===== src/rtl/morse_decoder.sv =====
// Morse receive decoder: times marks/spaces on a synchronised key line, builds a
// dot/dash group and decodes it into the 3-bit S..Z letter code.
module morse_decoder #(
  parameter int TICKS_PER_UNIT = 25_000_000
) (
  input  logic       clock,
  input  logic       reset_n,
  input  logic       key_in,
  output logic [2:0] letter,
  output logic       valid,
  output logic       error,
  output logic       busy
);

  localparam int CW = $clog2(5 * TICKS_PER_UNIT + 1);
  localparam logic [CW-1:0] C_ONE = CW'(1);
  localparam logic [CW-1:0] C_T2  = CW'(2 * TICKS_PER_UNIT);
  localparam logic [CW-1:0] C_T3  = CW'(3 * TICKS_PER_UNIT);
  localparam logic [CW-1:0] C_T5  = CW'(5 * TICKS_PER_UNIT);

  typedef enum logic [1:0] {
    S_IDLE  = 2'd0,
    S_MARK  = 2'd1,
    S_SPACE = 2'd2,
    S_LONG  = 2'd3
  } state_t;

  state_t          r_state;
  logic            r_sync1;
  logic            r_key_s;
  logic [CW-1:0]   r_run;
  logic [3:0]      r_sym;
  logic [2:0]      r_sym_cnt;
  logic            r_ovf;
  logic [2:0]      r_letter;
  logic            r_valid;
  logic            r_error;
  logic            r_busy;

  logic            w_key_nxt;
  logic            w_rise;
  logic            w_fall;
  logic            w_dash;
  logic [CW-1:0]   w_run_nxt;
  logic [3:0]      w_dec;

  // Returns {recognised, letter}; an overflowed group is never recognised.
  function automatic logic [3:0] f_decode(input logic [2:0] cnt, input logic [3:0] sym,
                                          input logic ovf);
    logic [3:0] res;
    res = 4'b0000;
    if (ovf) begin
      res = 4'b0000;
    end else begin
      case ({cnt, sym})
        7'b011_0000: res = {1'b1, 3'b000};
        7'b001_0001: res = {1'b1, 3'b001};
        7'b011_0001: res = {1'b1, 3'b010};
        7'b100_0001: res = {1'b1, 3'b011};
        7'b011_0011: res = {1'b1, 3'b100};
        7'b100_1001: res = {1'b1, 3'b101};
        7'b100_1011: res = {1'b1, 3'b110};
        7'b100_1100: res = {1'b1, 3'b111};
        default:     res = 4'b0000;
      endcase
    end
    return res;
  endfunction

  // The FSM acts on the value key_s is about to take, so every registered
  // output lines up with the key_s cycle that caused it.
  assign w_key_nxt = r_sync1;
  assign w_rise    = w_key_nxt & ~r_key_s;
  assign w_fall    = ~w_key_nxt & r_key_s;
  assign w_dash    = (r_run >= C_T2);
  assign w_dec     = f_decode(r_sym_cnt, r_sym, r_ovf);

  // Run length of the current key_s level, saturating at five units.
  always_comb begin
    w_run_nxt = r_run;
    if (w_key_nxt != r_key_s) begin
      w_run_nxt = C_ONE;
    end else if (r_run >= C_T5) begin
      w_run_nxt = C_T5;
    end else begin
      w_run_nxt = r_run + C_ONE;
    end
  end

  // Synchroniser, run counter, symbol buffer and decode FSM.
  always_ff @(posedge clock) begin
    if (!reset_n) begin
      r_sync1   <= 1'b0;
      r_key_s   <= 1'b0;
      r_run     <= '0;
      r_state   <= S_IDLE;
      r_sym     <= 4'b0000;
      r_sym_cnt <= 3'd0;
      r_ovf     <= 1'b0;
      r_letter  <= 3'b000;
      r_valid   <= 1'b0;
      r_error   <= 1'b0;
      r_busy    <= 1'b0;
    end else begin
      r_sync1 <= key_in;
      r_key_s <= r_sync1;
      r_run   <= w_run_nxt;
      r_valid <= 1'b0;
      r_error <= 1'b0;
      case (r_state)
        S_IDLE: begin
          if (w_rise) begin
            r_state <= S_MARK;
            r_busy  <= 1'b1;
          end
        end
        S_MARK: begin
          if (w_fall) begin
            r_sym   <= {r_sym[2:0], w_dash};
            r_state <= S_SPACE;
            if (r_sym_cnt == 3'd4) begin
              r_ovf <= 1'b1;
            end else begin
              r_sym_cnt <= r_sym_cnt + 3'd1;
            end
          end else if (w_run_nxt == C_T5) begin
            r_state   <= S_LONG;
            r_sym     <= 4'b0000;
            r_sym_cnt <= 3'd0;
            r_ovf     <= 1'b0;
          end
        end
        S_SPACE: begin
          // A rise always wins, even on the cycle the gap would hit three units.
          if (w_rise) begin
            r_state <= S_MARK;
          end else if (w_run_nxt == C_T3) begin
            if (w_dec[3]) begin
              r_valid  <= 1'b1;
              r_letter <= w_dec[2:0];
            end else begin
              r_error <= 1'b1;
            end
            r_state   <= S_IDLE;
            r_busy    <= 1'b0;
            r_sym     <= 4'b0000;
            r_sym_cnt <= 3'd0;
            r_ovf     <= 1'b0;
          end
        end
        S_LONG: begin
          if (w_fall) begin
            r_error <= 1'b1;
            r_state <= S_IDLE;
            r_busy  <= 1'b0;
          end
        end
        default: begin
          r_state   <= S_IDLE;
          r_busy    <= 1'b0;
          r_sym     <= 4'b0000;
          r_sym_cnt <= 3'd0;
          r_ovf     <= 1'b0;
        end
      endcase
    end
  end

  assign letter = r_letter;
  assign valid  = r_valid;
  assign error  = r_error;
  assign busy   = r_busy;

endmodule


===== config.mk =====
export PLATFORM = sky130hd
export DESIGN_NAME = morse_decoder
export DESIGN_NICKNAME = d
export VERILOG_FILES = /design/src/rtl/morse_decoder.sv
export SDC_FILE = /design/constraint.sdc
export NUM_CORES = 1
export LEC_CHECK = 0
export BUFFER_PORTS_ARGS = -buffer_cell sky130_fd_sc_hd__buf_2
export CORE_MARGIN = 3
export CORE_UTILIZATION = 34
export DETAILED_ROUTE_END_ITERATION = 10
export GPL_TIMING_DRIVEN = 0
export SYNTH_ARGS = -nofsm -noshare
export SYNTH_HDL_FRONTEND = slang
export SYNTH_SLANG_ARGS = --single-unit

===== constraint.sdc =====
create_clock -name clock -period 5.57 [get_ports clock]
set_input_delay 0.8355 -clock clock [delete_from_list [all_inputs] [get_ports clock]]
set_output_delay 0.8355 -clock clock [all_outputs]
set_load 0.02 [all_outputs]

==> out/summary.log, run 1 <==
INFO  outcome        run_status=finished clean
INFO  sta            worst_pin_slew=0.702ns
INFO  route          routed.top_layer=met4
INFO  min_path       hold_path_class=reg2reg
INFO  clock_tree     worst_setup_hold_path_clk_slew=0.11ns
INFO  route          route.detailed.wl_per_inst=15.6µm
INFO  sta            rsz0062_at_grt=false
INFO  sta            timing.final.max_slew_violations=0
INFO  route          drtAntennaViolNets=0
INFO  synth          ys_seq_area_share=29.8%
INFO  synth          synth_top_flop_cell=dfxtp_1
INFO  global_route   initial_antenna_violation_count=0
INFO  route          met2_length=3330µm
INFO  synth          yosys_register_bits=45
INFO  route          drt_first_iter_violations=387
INFO  sta            timing.final.setup_violations=0
INFO  layout         layout.cells.most_common_list=dfxtp_1 (45), nand2_1 (40), nor2_1 (31), a21oi_1 (28), inv_1 (24)
INFO  sta            layout_worst_path_cycle_share=66.3%
INFO  pwr            power_density=180nW/µm²
INFO  route          wirelength=8060µm
INFO  route          post_drt_via_cell_ratio=5.76
INFO  sta            maxClockFrequency=271MHz
INFO  global_route   grt_first_pass_wirelength=13300µm
INFO  placement      placed_cell_area=3190µm²
INFO  placement      portBuffers=7
INFO  synth          synthesis.nets=407
INFO  synth          gate_count_after_technology_mapping=396
INFO  route          first_pass_iters=5
INFO  layout         layout_cells_sized_above_1=9.49%
INFO  sta            final.setup.tns=0ns
INFO  sta            post-route-min-period=3.69ns
INFO  synth          synth_cell_types=67
INFO  layout         layout_commonest_cell=dfxtp_1
INFO  pwr            cellLeakagePower=0.00117µW
INFO  clock_tree     number_of_clock_buffers_inserted_by_tritoncts=5
INFO  worst_setup_path worstSetupStartpointType=register
INFO  clock_tree     clock_tree.htree_level_count=2
INFO  floorplanning  die_area=10000µm²
INFO  flow_run       timing.max_cap.violations=0
INFO  layout         layout-area-overhead-vs-synth=8.62%
INFO  worst_setup_path worstSetupPathType=reg2reg
INFO  placement      routabilityCongestion=0.903
INFO  global_route   vias_in_the_first_global_route=2655
INFO  worst_setup_path crit_chain=ha_1 -> nand2_2 -> or4_4 -> buf_6 -> or3_1 -> a211o_1 -> nor4_1 -> o2111ai_1 -> and2_1 -> a31o_1
INFO  placement      dpl.cell_count=508
INFO  global_route   gr-total-overflow=0
INFO  clock_tree     cts_buffer_depth=2
INFO  clock_tree     root_buffer=clkbuf_8
INFO  worst_setup_path slowest_delay=0.51ns
INFO  clock_tree     clock_insertion_delay_worst_skew=0.31ns
INFO  global_route   grt_start_max_net_pins=17
INFO  worst_setup_path critPathMaxFanout=9
INFO  clock_tree     tritoncts_clock_tree=built
INFO  layout         num-nets-final=421
INFO  pwr            ir_worst_vdd=0.106mV
INFO  floorplanning  number_of_placement_rows=33
INFO  floorplanning  die_w=100µm
INFO  synth          syn_area=3020µm²
INFO  route          routed-via-count=2973
INFO  layout         finalNonFillerCells=516
INFO  worst_setup_path timing.critical_path.arrival=3.89ns
INFO  clock_tree     cts.hold.buffers_added=0
INFO  synth          post_synth.cell_area_avg=7.62µm²
INFO  floorplanning  core_area=8420µm²
INFO  route          detailroute.wirelength.met3=542µm
INFO  worst_setup_path timing.critical_path.slowest_stage_cell=or4_4
INFO  floorplanning  ios=9
INFO  placement      dp_hpwl=5920µm
INFO  sta            clock-skew-final=0.0160ns
INFO  clock_tree     cts_repair_resize_count=0
INFO  floorplanning  chipHeight=100µm
INFO  clock_tree     post_cts_buffers=0
INFO  worst_setup_path critical_path_required=5.77ns
INFO  clock_tree     cts_sinks=45
INFO  synth          ys_async_sr_fraction=0%
INFO  synth          ys_warn_count=0
INFO  global_route   gr-usage-all-layers=16.3%
INFO  layout         final_cell_area=3280µm²
INFO  layout         nFillCells=865
INFO  sta            slew_headroom=52.8%
INFO  synth          synth-edff-count=0
INFO  worst_setup_path critPathCaptureType=register
INFO  layout         diodes=0
INFO  route          drcViolationCount=0
INFO  sta            finalHoldViolations=0
INFO  floorplanning  initial_cell_density_of_the_core=35.8%
INFO  route          detail_route.wirelength.met1=4070µm
## sequential cells by signal, indices dropped and copies added (netlist names)
name / cells
busy: 1
error: 1
letter: 3
r_key_s: 1
r_ovf: 1
r_run: 27
r_state: 2
r_sym: 4
r_sym_cnt: 3
r_sync1: 1
valid: 1
## logic make-up after synthesis
family | Yosys count | share of synthesized area (%)
mux | 5 | 1.66
buf+inv | 52 | 7.34
xor+xnor | 15 | 4.35
flops | 45 | 29.8
compound gates | 95 | 21.6
simple gates | 176 | 31.9
fa+ha+maj | 8 | 3.32
## synthesized netlist by cell type, types with 3 or more instances
master,number,area [µm²]
or3_1,5,31.3
nand2b_1,4,25.0
xor2_1,5,43.8
nor2_1,31,116
a21oi_1,28,140
nand2_1,40,150
inv_1,24,90.1
or4_4,3,33.8
o21ai_0,15,75.1
nor3_1,17,85.1
nand4_1,16,100
a31oi_1,6,37.5
o211ai_1,3,22.5
nor4_1,6,37.5
nand3_1,18,90.1
mux2i_1,5,50.1
clkbuf_1,19,71.3
and3_1,7,43.8
ha_1,8,100
o31ai_1,8,60.1
and4_1,3,26.3
nor2b_1,3,18.8
dfxtp_1,45,901
xnor2_1,10,87.6
or4_1,4,30.0
and2_1,5,31.3
buf_4,4,30.0
o21a_1,4,30.0
## worst max-delay path: cells and delay by family, from the launching register on
kind	cells	cell delay, ns
AO/OA/AOI/OAI	3	0.85
flip-flops	1	0.46
adder cells (fa/ha/maj)	1	0.35
buffers and inverters	1	0.15
AND/OR/NAND/NOR	5	1.78
## power by group
group | internal [µW] | switching (µW) | leakage [µW]
combinational | 12.5 | 30.2 | 0.000757
clock | 90.9 | 129 | 0.0000447
sequential | 325 | 3.16 | 0.000364
total | 429 | 162 | 0.00117
## per-stage QoR
| step | total power (µW) | setup slack [ns] | utilization, % | hold slack, ns |
|---|---|---|---|---|
| 2_1_floorplan | 365 | 2.35 | - | 0.441 |
| 3_3_place_gp | 378 | 1.93 | 37.8 | 0.446 |
| 3_5_place_dp | 378 | 1.91 | 37.8 | 0.456 |
| 4_1_cts | 597 | 1.89 | 38.9 | 0.479 |
| 5_1_grt | 615 | 1.63 | 38.9 | 0.497 |
| 6_report | 591 | 1.88 | 38.9 | 0.476 |
## layout make-up
type	instances	area (µm²)	area share, %
inverter	24	90.1	2.75
tap	105	131	4.01
sequential	45	901	27.5
clock buffer	5	68.8	2.10
multi-input combinational	299	1900	57.8
timing repair buffer	7	35.0	1.07
buffer	28	131	4.01
clock inverter	3	25.0	0.763
## per-layer routing
layer / global-route usage, % / up-vias
met4: 4.77 / 0
met1: 24.6 / 1370
li1: - / 1474
met3: 2.64 / 11
met5: 0 / -
met2: 23.5 / 118
## path summary, 6_finish.rpt
check	from	endpoint	slack [ns]	depth (start not counted)
hold reg to reg	r_sync1	r_key_s	0.48	2
setup / recovery	r_run[1]	r_sym_cnt[0]	1.88	10
hold / removal	r_sync1	r_key_s	0.48	2
setup reg to reg	r_run[1]	r_sym_cnt[0]	1.88	10
No activity file was read; power rests on OpenSTA's default activity.
==> run 2: changes to the inputs <==
--- a/config.mk
+++ b/config.mk
@@ -5,6 +5,7 @@
 export SDC_FILE = /design/constraint.sdc
 export NUM_CORES = 1
 export LEC_CHECK = 0
+export ABC_AREA = 1
 export BUFFER_PORTS_ARGS = -buffer_cell sky130_fd_sc_hd__buf_2
 export CORE_MARGIN = 3
 export CORE_UTILIZATION = 34
==> constraint.sdc (replaced) <==
create_clock -name clock -period 3.68 [get_ports clock]
set_input_delay 0.552 -clock clock [delete_from_list [all_inputs] [get_ports clock]]
set_output_delay 0.552 -clock clock [all_outputs]
set_load 0.02 [all_outputs]
==> out/summary.log, run 2 <==
INFO  floorplanning  die_w=108µm [was 100 µm]
INFO  sta            clock-skew-final=0.0116ns [was 0.0160 ns]
INFO  worst_setup_path critPathMaxFanout=9 [unchanged]
INFO  synth          gate_count_after_technology_mapping=600 [was 396]
INFO  synth          synth_top_cells_by_area=dfxtp_1 (25%), nand2_1 (17%), nor2_1 (12%) [was dfxtp_1 (30%), nand2_1 (5.0%), a21oi_1 (4.6%)]
INFO  synth          synth_top_flop_cell=dfxtp_1 [unchanged]
INFO  layout         register_ranked_first_by_flip_flop_count=r_run [unchanged]
INFO  global_route   gr-total-overflow=0 [unchanged]
INFO  floorplanning  die_area=11700µm² [was 10000 µm²]
INFO  pwr            power_density=359nW/µm² [was 180 nW/µm²]
INFO  layout         layout.cells.most_common_list=nand2_1 (164), nor2_1 (113), inv_1 (77), nand3_1 (65), dfxtp_1 (45) [was dfxtp_1 (45), nand2_1 (40), nor2_1 (31), a21oi_1 (28), inv_1 (24)]
INFO  placement      portBuffers=7 [unchanged]
INFO  worst_setup_path timing.critical_path.slowest_stage_cell=dfxtp_1 [was or4_4]
INFO  clock_tree     cts_buffer_depth=2 [unchanged]
INFO  synth          synthesis.nets=611 [was 407]
INFO  route          drt_first_iter_violations=253 [was 387]
INFO  layout         finalNonFillerCells=747 [was 516]
INFO  sta            finalWorstSetupSlack=0.993ns [was 1.88 ns]
INFO  route          wirelength=9630µm [was 8060 µm]
INFO  synth          post-synth-top-area-fraction=25.5% [was 29.8%]
INFO  worst_setup_path slowest_delay=0.39ns [was 0.51 ns]
INFO  sta            timing.final.max_slew_violations=0 [unchanged]
INFO  worst_setup_path critPathCaptureType=register [unchanged]
INFO  clock_tree     number_of_clock_buffers_inserted_by_tritoncts=5 [unchanged]
INFO  layout         registers_with_the_most_flip_flops=r_run (27), r_sym (4) [unchanged]
INFO  synth          syn_area=3540µm² [was 3020 µm²]
INFO  worst_setup_path ff2ff_path_depth=16 [was 10]
INFO  synth          ys_warn_count=0 [unchanged]
INFO  pwr            ir_worst_vdd=0.314mV [was 0.106 mV]
INFO  layout         layout_commonest_cell=nand2_1 [was dfxtp_1]
INFO  global_route   gr-usage-all-layers=17.5% [was 16.3%]
INFO  worst_setup_path timing.critical_path.arrival=2.88ns [was 3.89 ns]
INFO  synth          synth-edff-count=0 [unchanged]
INFO  placement      dpl.cell_count=740 [was 508]
INFO  worst_setup_path critical_path_required=3.87ns [was 5.77 ns]
INFO  placement      routabilityCongestion=0.883 [was 0.903]
INFO  worst_setup_path critPathMostFrequentCell=nand3_1
INFO  clock_tree     cts_sinks=45 [unchanged]
INFO  synth          yosys_register_bits=45 [unchanged]
INFO  synth          largest_area_contributor_in_the_synthesized_netlist=dfxtp_1 [unchanged]
INFO  layout         diodes=0 [unchanged]
INFO  clock_tree     cts_repair_resize_count=0 [unchanged]
INFO  clock_tree     cts.hold.buffers_added=0 [unchanged]
INFO  route          drcViolationCount=0 [unchanged]
INFO  route          post_drt_via_cell_ratio=4.91 [was 5.76]
INFO  worst_setup_path crit_chain=ha_1 -> nand3_1 -> nor2_4 -> nand2_2 -> inv_1 -> nand3_1 -> nand2_1 -> nand3_1 -> nor2_1 -> nand3_1 -> nor2_2 -> nand2_4 -> nor3b_4 -> inv_2 -> nand3_1 -> nand2_1 [was ha_1 -> nand2_2 -> or4_4 -> buf_6 -> or3_1 -> a211o_1 -> nor4_1 -> o2111ai_1 -> and2_1 -> a31o_1]
INFO  pwr            cellLeakagePower=0.00180µW [was 0.00117 µW]
INFO  route          first_pass_iters=5 [unchanged]
INFO  worst_setup_path worstSetupStartpointType=register [unchanged]
INFO  global_route   grt_first_pass_wirelength=16500µm [was 13300 µm]
INFO  clock_tree     post_cts_buffers=0 [unchanged]
INFO  outcome        run_status=finished clean [unchanged]
INFO  clock_tree     worst_setup_hold_path_clk_slew=0.08ns [was 0.11 ns]
INFO  flow_run       timing.max_cap.violations=0 [unchanged]
INFO  synth          ys_top_cells_by_count=nand2_1 (164), nor2_1 (113), inv_1 (77) [was dfxtp_1 (45), nand2_1 (40), nor2_1 (31)]
INFO  sta            worst_pin_slew=0.592ns [was 0.702 ns]
INFO  floorplanning  ios=9 [unchanged]
INFO  layout         largest_reg_flops=27 [unchanged]
INFO  global_route   vias_in_the_first_global_route=3453 [was 2655]
INFO  clock_tree     root_buffer=clkbuf_8 [unchanged]
INFO  floorplanning  number_of_placement_rows=36 [was 33]
INFO  min_path       holdPathStages=3 [was 2]
INFO  sta            post-route-min-period=2.69ns [was 3.69 ns]
INFO  worst_setup_path worst_path_dominant_cell_family=simple AND/OR/NAND/NOR gates [unchanged]
INFO  sta            timing.final.setup_violations=0 [unchanged]
INFO  clock_tree     clock_insertion_delay_worst_skew=0.30ns [was 0.31 ns]
INFO  sta            layout_worst_path_cycle_share=73.0% [was 66.3%]
INFO  sta            slew_headroom=60.1% [was 52.8%]
INFO  worst_setup_path cp.buffers_inverters=2 [was 1]
INFO  layout         nFillCells=1133 [was 865]
INFO  worst_setup_path reg2reg_setup_slack=0.99ns [was 1.88 ns]
INFO  synth          ys_seq_area_share=25.5% [was 29.8%]
INFO  sta            final.setup.tns=0ns [unchanged]
INFO  sta            maxClockFrequency=372MHz [was 271 MHz]
INFO  synth          synth_most_common_cell=nand2_1 [was dfxtp_1]
INFO  clock_tree     tritoncts_clock_tree=built [unchanged]
INFO  sta            finalHoldWorstSlack=0.440ns [was 0.476 ns]
INFO  placement      dp_hpwl=7830µm [was 5920 µm]
INFO  layout         layout-area-overhead-vs-synth=8.63% [was 8.62%]
INFO  worst_setup_path worstSetupPathType=reg2reg [unchanged]
INFO  synth          ys_async_sr_fraction=0% [unchanged]
INFO  route          route.detailed.wl_per_inst=12.9µm [was 15.6 µm]
INFO  synth          synth_cell_types=38 [was 67]
INFO  route          routed-via-count=3670 [was 2973]
INFO  sta            rsz0062_at_grt=false [unchanged]
INFO  worst_setup_path cp_num_cells=16 [was 10]
INFO  global_route   grt_start_max_net_pins=14 [was 17]
INFO  route          drtAntennaViolNets=0 [unchanged]
INFO  floorplanning  core_area=9950µm² [was 8420 µm²]
INFO  clock_tree     clock_tree.htree_level_count=2 [unchanged]
INFO  placement      dp_slack=1.07ns [was 1.91 ns]
INFO  min_path       hold_path_class=in2reg [was reg2reg]
INFO  global_route   initial_antenna_violation_count=0 [unchanged]
INFO  floorplanning  initial_cell_density_of_the_core=35.5% [was 35.8%]
INFO  sta            finalHoldViolations=0 [unchanged]
INFO  layout         num-nets-final=625 [was 421]
INFO  floorplanning  chipHeight=108µm [was 100 µm]
INFO  layout         layout_cells_sized_above_1=12.5% [was 9.49%]
INFO  synth          post_synth.cell_area_avg=5.90µm² [was 7.62 µm²]
-- run 2: changes by cell type after synthesis, moves of 8 or more --
cell | before | now
nand2_1 | 40 | 164
nor2_1 | 31 | 113
inv_1 | 24 | 77
nand3_1 | 18 | 65
a21oi_1 | 28 | 5
clkbuf_1 | 19 | 4
nand2_2 | 1 | 15
nor2_2 | 0 | 13
nor2_4 | 0 | 12
inv_2 | 0 | 10
nor3_1 | 17 | 8
xnor2_1 | 10 | 1
o31ai_1 | 8 | 0
-- run 2: worst reg2reg max path, cell delays in order, from the launching register on --
cell and delay (ns):
dfxtp_1 0.39, ha_1 0.23, nand3_1 0.13, nor2_4 0.26, nand2_2 0.09, inv_1 0.16, nand3_1 0.09, nand2_1 0.13
nand3_1 0.09, nor2_1 0.15, nand3_1 0.10, nor2_2 0.17, nand2_4 0.10, nor3b_4 0.29, inv_2 0.09, nand3_1 0.08
nand2_1 0.05
-- run 2: final timing paths --
check	startpoint	to
worst max register to register	r_run[1]	letter[1]
worst max-delay path	r_run[1]	letter[1]
worst min register to register	r_sync1	r_key_s
worst min-delay path	key_in	r_sync1
-- run 2: logic make-up (layout without fill, tap and decap cells) --
family / after synthesis / after routing / share of synthesized area, %
simple gates: 421 / 421 / 55.7
xor+xnor: 6 / 6 / 1.49
fa+ha+maj: 8 / 8 / 2.83
flops: 45 / 45 / 25.5
buf+inv: 96 / 110 / 10.5
compound gates: 24 / 24 / 4.07
-- run 2: metal layers --
metal,wire (µm),up-vias,GRT usage (%)
met5,0,-,0
met4,156,0,3.97
met3,510,11,3.16
met2,4290,90,29.2
met1,4670,1674,23.6
li1,-,1895,-
-- run 2: metrics by stage --
step / cell area, µm² / power [µW] / utilization [%]
floorplan: 3540 / 935 / -
CTS: 3840 / 1390 / 38.6
detailed placement: 3740 / 1030 / 37.6
global placement: 3740 / 1010 / 37.6
finish: 3840 / 1380 / 38.6
global route: 3840 / 1480 / 38.6
-- run 2: area by class of cell --
type                            instances  area [µm²]  area share, %
Sequential cell                        45         901           23.4
Clock inverter                          2        35.0          0.911
Clock buffer                            5        68.8           1.79
Timing Repair Buffer                    7        35.0          0.911
Tap cell                              133         166           4.33
Multi-Input combinational cell        459        2270           59.0
Inverter                               88         330           8.59
Buffer                                  8        40.0           1.04
-- run 2: power by group --
part           switching (µW)  internal (µW)  total, µW
clock                     165            198        363
sequential               56.0            544        600
combinational             271            144        416
total                     492            886       1380
==> run 3: changes to the inputs <==
--- a/config.mk
+++ b/config.mk
@@ -5,7 +5,7 @@
 export SDC_FILE = /design/constraint.sdc
 export NUM_CORES = 1
 export LEC_CHECK = 0
-export ABC_AREA = 1
+export ABC_AREA = 0
 export BUFFER_PORTS_ARGS = -buffer_cell sky130_fd_sc_hd__buf_2
 export CORE_MARGIN = 3
 export CORE_UTILIZATION = 34
==> constraint.sdc (replaced) <==
create_clock -name clock -period 2.6 [get_ports clock]
set_input_delay 0.39 -clock clock [delete_from_list [all_inputs] [get_ports clock]]
set_output_delay 0.39 -clock clock [all_outputs]
set_load 0.02 [all_outputs]
==> out/summary.log, run 3 (synthesis results as in run 1) <==
INFO  placement      portBuffers=7 [unchanged]
INFO  layout         registers_with_the_most_flip_flops=r_run (27), r_sym (4) [unchanged]
INFO  layout         layout.cells.most_common_list=nand2_1 (39), dfxtp_1 (36), nor2_1 (30), a21oi_1 (26), inv_1 (24) [was nand2_1 (164), nor2_1 (113), inv_1 (77), nand3_1 (65), dfxtp_1 (45)]
INFO  sta            clock-skew-final=0.0118ns [was 0.0116 ns]
INFO  min_path       worstHoldEndpoint=r_sync1 [unchanged]
INFO  global_route   grt_start_max_net_pins=17 [was 14]
INFO  flow_run       timing.max_cap.violations=0 [unchanged]
INFO  sta            worst_pin_slew=0.601ns [was 0.592 ns]
INFO  sta            timing.final.max_slew_violations=0 [unchanged]
INFO  sta            finalWorstSetupSlack=-0.579ns [was 0.993 ns]
INFO  clock_tree     cts_buffer_depth=2 [unchanged]
INFO  worst_setup_path timing.critical_path.arrival=3.38ns [was 2.88 ns]
INFO  placement      dp_hpwl=6130µm [was 7830 µm]
INFO  pwr            power_density=352nW/µm² [was 359 nW/µm²]
INFO  route          routed-via-count=3061 [was 3670]
INFO  global_route   grt_first_pass_wirelength=14300µm [was 16500 µm]
INFO  layout         layout-area-overhead-vs-synth=20.3% [was 8.63%]
INFO  layout         diodes=0 [unchanged]
INFO  route          wirelength=8750µm [was 9630 µm]
INFO  sta            post-route-min-period=3.18ns [was 2.69 ns]
INFO  route          first_pass_iters=5 [unchanged]
INFO  worst_setup_path critPathMaxFanout=9 [unchanged]
INFO  sta            layout_worst_path_cycle_share=122% [was 73.0%]
INFO  route          drt_first_iter_violations=181 [was 253]
INFO  clock_tree     clock_tree.htree_level_count=2 [unchanged]
INFO  layout         largest_reg_flops=27 [unchanged]
INFO  worst_setup_path ff2ff_path_depth=10 [was 16]
INFO  floorplanning  core_area=8420µm² [was 9950 µm²]
INFO  sta            rsz0062_at_grt=true [was false]
INFO  floorplanning  initial_cell_density_of_the_core=35.8% [was 35.5%]
INFO  clock_tree     number_of_clock_buffers_inserted_by_tritoncts=5 [unchanged]
INFO  floorplanning  die_w=100µm [was 108 µm]
INFO  layout         finalCoreUtilization=43.1% [was 38.6%]
INFO  layout         num-nets-final=437 [was 625]
INFO  pwr            ir_worst_vdd=0.186mV [was 0.314 mV]
INFO  clock_tree     cts_sinks=45 [unchanged]
INFO  min_path       hold_path_class=in2reg [unchanged]
INFO  sta            slew_headroom=59.9% [was 60.1%]
INFO  route          drtAntennaViolNets=0 [unchanged]
INFO  outcome        run_status=finished, violations left [was finished clean]
INFO  worst_setup_path critPathCaptureType=register [unchanged]
INFO  global_route   gr-usage-all-layers=17.4% [was 17.5%]
INFO  placement      dp_slack=-0.843ns [was 1.07 ns]
INFO  outcome        violations=setup timing
INFO  floorplanning  number_of_placement_rows=33 [was 36]
INFO  pwr            report.power.total=1280µW [was 1380 µW]
INFO  worst_setup_path worstReg2RegEnd=r_sym_cnt[0] [was letter[1]]
INFO  floorplanning  ios=9 [unchanged]
INFO  sta            timing.final.setup_violations=15 [was 0]
INFO  min_path       hold_path.startpoint=key_in [unchanged]
INFO  global_route   initial_antenna_violation_count=0 [unchanged]
INFO  clock_tree     clock_insertion_delay_worst_skew=0.31ns [was 0.30 ns]
INFO  clock_tree     worst_setup_hold_path_clk_slew=0.10ns [was 0.08 ns]
INFO  global_route   gr-total-overflow=0 [unchanged]
INFO  placement      routabilityCongestion=0.912 [was 0.883]
INFO  sta            maxClockFrequency=315MHz [was 372 MHz]
INFO  route          drcViolationCount=0 [unchanged]
INFO  layout         layout_cells_sized_above_1=21.8% [was 12.5%]
INFO  worst_setup_path reg2reg_setup_slack=-0.58ns [was 0.99 ns]
INFO  worst_setup_path r2r-start=r_run[8] [was r_run[1]]
INFO  route          post_drt_via_cell_ratio=5.75 [was 4.91]
INFO  sta            final.setup.tns=-7.39ns [was 0 ns]
INFO  clock_tree     root_buffer=clkbuf_8 [unchanged]
INFO  min_path       holdPathStages=2 [was 3]
INFO  worst_setup_path worstSetupPathType=reg2reg [unchanged]
INFO  sta            finalHoldViolations=0 [unchanged]
INFO  floorplanning  die_area=10000µm² [was 11700 µm²]
INFO  placement      dpl.cell_count=508 [was 740]
INFO  clock_tree     cts.hold.buffers_added=0 [unchanged]
INFO  worst_setup_path critical_path_required=2.80ns [was 3.87 ns]
INFO  layout         finalNonFillerCells=532 [was 747]
INFO  route          route.detailed.wl_per_inst=16.4µm [was 12.9 µm]
INFO  layout         layout_commonest_cell=nand2_1 [unchanged]
INFO  clock_tree     tritoncts_clock_tree=built [unchanged]
INFO  floorplanning  chipHeight=100µm [was 108 µm]
INFO  layout         register_ranked_first_by_flip_flop_count=r_run [unchanged]
INFO  global_route   vias_in_the_first_global_route=2921 [was 3453]
INFO  worst_setup_path worstSetupStartpointType=register [unchanged]
INFO  pwr            cellLeakagePower=0.00134µW [was 0.00180 µW]
run 3: changes by cell type in the layout (fill, tap and decap cells not counted), sizes merged, moves of 23 or more:
cell,previous run,this run
nand2,181,41
inv,87,25
a21oi,5,29
nor2,139,31
nand3,68,19
buf,11,34
run 3: final cells by class:
| cell class | count | area, µm² |
|---|---|---|
| multi-input cells | 299 | 2070 |
| repair buffers | 27 | 189 |
| well taps | 105 | 131 |
| clock buffers | 5 | 68.8 |
| plain buffers | 24 | 140 |
| flip-flops and latches | 45 | 915 |
| fillers | 872 | 4790 |
| inverters | 24 | 90.1 |
| clock inverters | 3 | 25.0 |
run 3: worst max-delay path by stage:
stage | endpoint | startpoint | cells after the start | slack, ns
finish | r_sym_cnt[0] | r_run[8] | 10 | -0.58
CTS | r_sym_cnt[0] | r_run[3] | 9 | -0.50
detailed placement | r_sym_cnt[0] | r_run[0] | 9 | -0.84
floorplan | r_sym_cnt[0] | r_run[1] | 10 | -0.39
global route | r_sym_cnt[0] | r_run[8] | 10 | -0.65
global placement | r_sym_cnt[0] | r_run[0] | 9 | -0.82
run 3: where the power goes:
part | internal [µW] | switching, µW | total (µW)
registers | 697 | 5.72 | 703
logic | 34.4 | 71.1 | 105
clock network | 195 | 275 | 470
total | 926 | 352 | 1280
run 3: metal layers:
layer / GRT usage, % / part of all wire (%) / vias to the layer above
met5: 0 / 0 / -
li1: - / - / 1493
met1: 23.8 / 46 / 1472
met4: 4.46 / 1.7 / 0
met2: 28.5 / 48 / 82
met3: 2.92 / 4.4 / 14
run 3: stage by stage:
| stage | hold slack [ns] | cell area (µm²) |
|---|---|---|
| finish | 0.280 | 3630 |
| global route | 0.285 | 3630 |
| CTS | 0.282 | 3530 |
| detailed placement | 0.448 | 3260 |
| global placement | 0.445 | 3260 |
| floorplan | 0.441 | 3090 |
run 3: repair_timing:
item	in CTS	in global routing
endpoints found under the setup margin	15	15
gates cloned	0	0
resized for setup	30	13
buffers inserted	13	7
pin swaps	14	13
run 3: critical path: stages (launching register included):
cell	delay (ns)
dfxtp_1	0.34
buf_6	0.14
nand4_4	0.11
or4_4	0.56
buf_6	0.15
or3_4	0.38
a211o_1	0.35
nor4_4	0.38
o2111ai_2	0.25
and2_4	0.22
a31o_1	0.19
